$ cat config.mk
export PLATFORM = sky130hd
export DESIGN_NAME = chunked_add_seq
export DESIGN_NICKNAME = d
export VERILOG_FILES = /design/src/rtl/chunked_add_seq_pkg.sv /design/src/rtl/chunked_add_seq_add3_slice.sv /design/src/rtl/chunked_add_seq.sv
export SDC_FILE = /design/constraint.sdc
export NUM_CORES = 1
export LEC_CHECK = 0
export BUFFER_PORTS_ARGS = -buffer_cell sky130_fd_sc_hd__buf_2
export CAP_MARGIN = 20
export CORE_ASPECT_RATIO = 0.6
export CORE_UTILIZATION = 40
export DETAILED_ROUTE_END_ITERATION = 8
export SYNTH_ARGS = -nofsm -noshare
export SYNTH_HDL_FRONTEND = slang
export SYNTH_SLANG_ARGS = --single-unit
export TNS_END_PERCENT = 100
$ cat constraint.sdc
create_clock -name clk -period 4.1 [get_ports clk]
set_clock_uncertainty 0.15 [all_clocks]
set_input_delay 0 -clock clk [delete_from_list [all_inputs] [get_ports clk]]
set_output_delay 0 -clock clk [all_outputs]
set_load 0.05 [all_outputs]
$ cat src/rtl/chunked_add_seq_pkg.sv
// Shared definitions for the chunked sequential adder: FSM encoding and slice width.
package chunked_add_seq_pkg;

  localparam int unsigned SLICE_W = 3;

  typedef enum logic [1:0] {
    IDLE = 2'd0,
    RUN  = 2'd1,
    DONE = 2'd2
  } state_t;

endpackage

$ cat src/rtl/chunked_add_seq_add3_slice.sv
// Combinational 3-bit ripple-carry adder built from three full adders.
module add3_slice
  import chunked_add_seq_pkg::*;
(
  input  logic [SLICE_W-1:0] a,
  input  logic [SLICE_W-1:0] b,
  input  logic               ci,
  output logic [SLICE_W-1:0] s,
  output logic               co
);

  logic [SLICE_W:0] c;

  always_comb begin
    c    = '0;
    s    = '0;
    c[0] = ci;
    for (int unsigned i = 0; i < SLICE_W; i++) begin
      s[i]   = a[i] ^ b[i] ^ c[i];
      c[i+1] = (a[i] & b[i]) | (a[i] & c[i]) | (b[i] & c[i]);
    end
    co = c[SLICE_W];
  end

endmodule

$ cat src/rtl/chunked_add_seq.sv
// Sequential WIDTH-bit adder that reuses one 3-bit slice, one chunk per cycle, LSB first.
module chunked_add_seq
  import chunked_add_seq_pkg::*;
#(
  parameter int unsigned WIDTH = 12
) (
  input  logic             clk,
  input  logic             rst,
  input  logic             start,
  input  logic             abort,
  input  logic [WIDTH-1:0] a,
  input  logic [WIDTH-1:0] b,
  input  logic             cin,
  output logic             busy,
  output logic             done,
  output logic [WIDTH-1:0] sum,
  output logic             cout,
  output logic             ovf
);

  localparam int unsigned CHUNKS = WIDTH / SLICE_W;
  localparam int unsigned CNT_W  = (CHUNKS > 1) ? $clog2(CHUNKS) : 1;
  localparam logic [CNT_W-1:0] LAST = CNT_W'(CHUNKS - 1);

  state_t             state;
  logic [CNT_W-1:0]   cnt;
  logic               carry_reg;
  logic [WIDTH-1:0]   a_reg;
  logic [WIDTH-1:0]   b_reg;
  logic [WIDTH-1:0]   sum_reg;

  logic [SLICE_W-1:0] slice_a;
  logic [SLICE_W-1:0] slice_b;
  logic [SLICE_W-1:0] slice_s;
  logic               slice_co;
  logic [WIDTH-1:0]   sum_next;
  logic               ovf_next;
  logic               accept;

  // Select the current chunk and merge the slice result into the partial sum.
  always_comb begin
    slice_a  = a_reg[cnt*SLICE_W +: SLICE_W];
    slice_b  = b_reg[cnt*SLICE_W +: SLICE_W];
    sum_next = sum_reg;
    sum_next[cnt*SLICE_W +: SLICE_W] = slice_s;
    ovf_next = (a_reg[WIDTH-1] == b_reg[WIDTH-1]) && (sum_next[WIDTH-1] != a_reg[WIDTH-1]);
    accept   = start && !abort;
  end

  add3_slice u_slice (
    .a  (slice_a),
    .b  (slice_b),
    .ci (carry_reg),
    .s  (slice_s),
    .co (slice_co)
  );

  always_ff @(posedge clk or posedge rst) begin
    if (rst) begin
      state     <= IDLE;
      cnt       <= '0;
      carry_reg <= 1'b0;
      a_reg     <= '0;
      b_reg     <= '0;
      sum_reg   <= '0;
      busy      <= 1'b0;
      done      <= 1'b0;
      sum       <= '0;
      cout      <= 1'b0;
      ovf       <= 1'b0;
    end else begin
      done <= 1'b0;
      case (state)
        IDLE, DONE: begin
          // IDLE and DONE share the accept path so DONE can restart back-to-back.
          if (accept) begin
            a_reg     <= a;
            b_reg     <= b;
            carry_reg <= cin;
            cnt       <= '0;
            sum_reg   <= '0;
            busy      <= 1'b1;
            state     <= RUN;
          end else begin
            state <= IDLE;
          end
        end
        RUN: begin
          if (abort) begin
            busy  <= 1'b0;
            state <= IDLE;
          end else begin
            sum_reg   <= sum_next;
            carry_reg <= slice_co;
            if (cnt == LAST) begin
              sum   <= sum_next;
              cout  <= slice_co;
              ovf   <= ovf_next;
              done  <= 1'b1;
              busy  <= 1'b0;
              state <= DONE;
            end else begin
              cnt <= cnt + CNT_W'(1);
            end
          end
        end
        default: begin
          busy  <= 1'b0;
          state <= IDLE;
        end
      endcase
    end
  end

endmodule
### Word level (Yosys, flattened, before mapping)

Index checks and enable logic that the tools add are counted.

* bits of input ports: 29
* output and inout port bits: 16
* word-level logic and storage cells: 82
* register bits: 57

* add/sub/neg operators: 2
* reductions and logical operators: 11
* equality and inequality tests: 9
* multiply operators: 1
* shifts and indexed selects: 4
* bitwise gates (word level): 22
* multiplexer cells: 22

Operator list (number)
* 4-bit negator with 34-bit output: 1
* 3-bit by 34-bit variable shift with 12-bit output (first input constant): 1
* 3-bit by 34-bit indexed part select with 12-bit output: 1
* 12-bit two-way mux: 2
* 12-bit case mux with 2 select lines: 1
* 12-bit by 5-bit indexed part select with 3-bit output: 2
* 12-bit bitwise mux: 1
* 2-bit two-way mux: 5
* 1-bit AND: 9
* 1-bit two-way mux: 9
* 2-bit case mux with 2 select lines: 2
* 2-bit inequality test (second input constant): 3
* 1-bit bitwise OR: 6
* 3-bit AND reduction: 2
* 1-bit XOR: 6
* 2-bit equality test (second input constant): 2
* 2-bit by 2-bit multiplier with 4-bit output (second input constant): 1
* 1-bit case mux with 2 select lines: 2
* 2-bit AND reduction: 2
* 4-bit AND reduction: 1
* 3-bit inequality test (second input constant): 1
* 2-bit by 1-bit adder with 2-bit output (second input constant): 1
* 2-bit by 1-bit equality test with 1-bit output (second input constant): 1
* 1-bit logical AND: 2
* other kinds (7): 7

### Longest topological paths before layout

* depth in word-level cells: 13
* gate-level depth with buffers: 11
* depth with buffers taken out: 10

### Modules after synthesis

A second synthesis with hierarchy kept.

* cell total of the unflattened synthesis: 250
* area total of the unflattened synthesis: 2528.7 sq um

By module, submodules not included
* chunked_add_seq: instances 1, cells an instance 237, area each 2431.1 sq um, seq. area each 1351.3 sq um
* add3_slice: instances 1, cells an instance 13, area each 97.6 sq um, seq. area each 0.0 sq um

### Worst setup path before layout

Ideal clock, no wire load.

* kind: register -> register
* start: register cnt[0]
* end: register ovf
* period minus slack after synthesis: 3.330 ns
* buffers on the path: 1
* arrival time: 3.098 ns
* slack: 0.770 ns
* cell stages (with the launch flop): 12
* data required time: 3.868 ns
* library setup time: 0.082 ns
* cells stage by stage: dfrtp_1 -> buf_2 -> mux4_2 -> fa_1 -> inv_1 -> fa_1 -> inv_1 -> fa_1 -> nor2b_1 -> a31oi_1 -> or3_1 -> a31oi_1

* cells in the longest elaborated chain, start to end: 13
* elaborated cells on any way between the ends: 27
* classes of those cells: add/sub (1); mul (1); eq/ne (2); shift (4); mux (1); bitwise (16); reduce/logical (2)

RTL lines
* start, declared: RTL line chunked_add_seq.sv:26 `logic [CNT_W-1:0] cnt;`
* start signal, assigned: RTL line chunked_add_seq.sv:103 `cnt <= cnt + CNT_W'(1);`
* 2-bit by 2-bit multiplier with 4-bit output: RTL line chunked_add_seq.sv:42, chunked_add_seq.sv:43, chunked_add_seq.sv:45
* 12-bit by 5-bit indexed part select with 3-bit output (on tied branches): RTL line chunked_add_seq.sv:42, chunked_add_seq.sv:43
* 1-bit AND: RTL line chunked_add_seq_add3_slice.sv:20 `c[i+1] = (a[i] & b[i]) | (a[i] & c[i]) | (b[i] & c[i]);`
* 1-bit bitwise OR (2 in series): RTL line chunked_add_seq_add3_slice.sv:20
* 1-bit AND: RTL line chunked_add_seq_add3_slice.sv:20
* 1-bit bitwise OR (2 in series): RTL line chunked_add_seq_add3_slice.sv:20
* 1-bit XOR: RTL line chunked_add_seq_add3_slice.sv:19 `s[i] = a[i] ^ b[i] ^ c[i];`
* 3-bit by 34-bit indexed part select with 12-bit output: RTL line chunked_add_seq.sv:45 `sum_next[cnt*SLICE_W +: SLICE_W] = slice_s;`
* 12-bit bitwise mux: RTL line chunked_add_seq.sv:45
* 1-bit inequality test: RTL line chunked_add_seq.sv:46 `ovf_next = (a_reg[WIDTH-1] == b_reg[WIDTH-1]) && (sum_next[WIDTH-1] != a_reg[WIDTH-1]);`
* 1-bit logical AND: RTL line chunked_add_seq.sv:46
* end signal, assigned: RTL line chunked_add_seq.sv:98 `ovf <= ovf_next;`
* end, declared: RTL line chunked_add_seq.sv:18 `output logic ovf`

Several ways; a longest one is shown, not always the timed one.
A chain may end at the register's enable or synchronous reset.

### Worst setup path after layout

* start: register cnt[1]
* end: register ovf

Same word-level chain as after synthesis.

==> flow_summary.json <==
{
  "end_kind": "register",
  "finalSetupViolCount": 0,
  "hold_viol": 0,
  "vias_per_cell": 4.90,
  "initial_core_util_pct": 42.5,
  "clock-root-buffer": "clkbuf_8",
  "drive_above_1_share_pct": 32.8,
  "maxCapViolCount": 0,
  "status": "finished, final reports clean",
  "final_area_um2": 3440,
  "report.final.slew_viol_count": 0,
  "ctsLongestPathBuffers": 2,
  "synth_top_area_share_pct": 53.5,
  "rsz0062_at_grt": "false",
  "ir_drop_v": 0.000303,
  "crit_top_cell": "fa_1",
  "wl_per_cell_um": 14.8,
  "grt.overflow.total": 0,
  "path_clk_slew_ns": 0.07,
  "postCtsSetupRepairBufs": 0,
  "ys_warn_count": 0,
  "cts.sinks": 57,
  "largest_register_ffs": 24,
  "critical_path_buf_inv_count": 2,
  "power.leakage_nw": 1.58,
  "die_w_um": 107,
  "io_buffers": 44,
  "fill_cells": 556,
  "slew_headroom_pct": 52.6,
  "cp_slowest_cell": "dfrtp_1",
  "cts_tree": "built",
  "ant_nets": 0,
  "drtIter0Drc": 59,
  "drc_errors": 0,
  "hold_path.class": "input port to async pin",
  "globalplace.congestion": 0.745,
  "grt_pass1_wl_mm": 9.92,
  "grt_use_total_pct": 19.5,
  "path_depth": 10,
  "critical_path_arrival_ns": 3.47,
  "num_rows": 22,
  "tightest_slew_ns": 0.712,
  "path_max_fanout": 10,
  "dr.pass1.iters": 4,
  "nNetsFinal": 335,
  "powerDensity_nw_per_um2": 640,
  "min_period_ns": 3.36,
  "start_kind": "register",
  "synth_fp_nets": 257,
  "final_cells": 386,
  "area_growth_pct": 28.8,
  "wirelength_mm": 5.72,
  "synth_top_cell_by_area": "dfrtp_1",
  "place_inst": 341,
  "hpwl_mm": 3.74,
  "dieArea_um2": 7010,
  "timing_worst_setup_path_type": "register to register",
  "max_freq_mhz": 297,
  "ys_seq_elements": 57,
  "place_area_um2": 2950,
  "n_antenna_cell": 0,
  "insertion_delay_ns": 0.34,
  "tns_ns": 0,
  "grt_antenna_before_repair": 0,
  "fin_crit_sh_pct": 82.0,
  "coreArea_um2": 6280,
  "num_vias": 1893,
  "die_y_um": 65.3,
  "synth_cells": 219,
  "htreeDepth": 3,
  "crit_path_max_incr_delay_ns": 0.58,
  "reg2reg_depth": 10,
  "synth_area_per_cell_um2": 12.2,
  "cts_inserted_buffers": 9,
  "grt_pass1_vias": 1989,
  "netlist_top_cells_area": "dfrtp_1 (53%), mux2_2 (10%), mux4_2 (5.1%), nor2b_1 (3.5%), ha_1 (2.8%)",
  "crit_chain": "mux4_2 -> fa_1 -> inv_1 -> fa_1 -> inv_1 -> fa_1 -> nor2b_1 -> a31oi_1 -> or3_1 -> a31oi_1",
  "synth_seq_area_share_pct": 53.5,
  "ios": 45,
  "syn_area_um2": 2670,
  "required_ns": 4.21,
  "yosys.cell_types.count": 34,
  "path_delay_family": "adder cells",
  "power.total_mw": 2.20,
  "grt_max_degree": 58
}
[cell families after synthesis]
logic type      share of synthesized area, %
simple gates                            11.1
flops                                   53.5
compound gates                          9.43
mux                                     16.5
buf+inv                                 4.46
fa+ha+maj                               5.07
[worst register-to-register path, stage by stage (launching register included)]
cell     delay [ns]
dfrtp_1        0.58
mux4_2         0.39
fa_1           0.41
inv_1          0.07
fa_1           0.16
inv_1          0.05
fa_1           0.54
nor2b_1        0.26
a31oi_1        0.19
or3_1          0.34
a31oi_1        0.16
[power by group]
group	leakage, nW	internal (mW)	switching, mW
sequential	0.718	0.699	0.0898
clock	0.102	0.292	0.224
combinational	0.757	0.331	0.564
total	1.58	1.32	0.877
[final cells by class]
cell class                      count  area (um^2)  share of cell area [%]
Multi-Input combinational cell    141         1130                    32.8
Tap cell                           84          105                    3.06
Inverter                           11         41.3                    1.20
Timing Repair Buffer               77          541                    15.7
Clock inverter                      6         57.6                    1.68
Sequential cell                    57         1430                    41.5
Clock buffer                       10          138                    4.01
[cells in the final DEF, fill, tap and decap left out, types with 10 or more instances in the layout]
cell / n
inv_1: 10
buf_2: 44
dlygate4sd3_1: 29
dfrtp_1: 57
nor2b_1: 15
o21ai_0: 11
nor2_1: 18
a31oi_1: 10
clkbuf_8: 10
nand2_1: 12
mux2_2: 24
a21oi_1: 13
[layer usage]
layer  up-vias  GRT usage [%]  part of all wire (%)
met2        47           27.0                    42
met3         6           7.04                   5.1
met4         0           7.53                  0.59
met5         -              0                     0
met1       924           27.8                    52
li1        916              -                     -
[worst paths after layout]
| check | from | endpoint | slack [ns] |
|---|---|---|---|
| worst min register to register | sum_reg[4] | sum_reg[4] | 0.32 |
| worst min-delay path | rst | sum[9] | 0.24 |
| worst max register to register | cnt[1] | ovf | 0.74 |
| worst max-delay path | cnt[1] | ovf | 0.74 |
| max in group asynchronous | rst | sum[1] | 3.07 |
| min in group clk | b[7] | b_reg[7] | 0.28 |
[synthesized netlist by cell type, drive strengths merged]
| library cell | instances |
|---|---|
| dfrtp | 57 |
| mux2 | 25 |
| nor2 | 18 |
| nor2b | 15 |
| a21oi | 13 |
| nand2 | 12 |
| inv | 11 |
| o21ai | 11 |
| a31oi | 10 |
| buf | 9 |
| ha | 6 |
| mux4 | 6 |
| and2 | 3 |
| fa | 3 |
| nor3b | 3 |
| a22o | 2 |
| nand3 | 2 |
| and2b | 1 |
| and3 | 1 |
| clkbuf | 1 |
| mux2i | 1 |
| nor3 | 1 |
| o21a | 1 |
| o21bai | 1 |
| o221ai | 1 |
| o22a | 1 |
| o22ai | 1 |
| o31ai | 1 |
| or3 | 1 |
| or3b | 1 |
[through the flow]
| stage | utilization [%] | hold slack [ns] | setup WS, ns |
|---|---|---|---|
| after floorplan | - | -0.0153 | 0.770 |
| after global placement | 47.0 | 0.0816 | 0.834 |
| after detailed placement | 47.0 | 0.0867 | 0.712 |
| after CTS | 54.7 | 0.259 | 0.719 |
| after global routing | 54.7 | 0.262 | 0.474 |
| final | 54.7 | 0.244 | 0.737 |
[what timing repair did]
| action | CTS | global route |
|---|---|---|
| endpoints found under the hold margin | 86 | 0 |
| resized for setup | 0 | 0 |
| endpoints found under the setup margin | 0 | 0 |
| hold buffers | 29 | 0 |
Note: power is estimated with default switching activity, not from simulation.
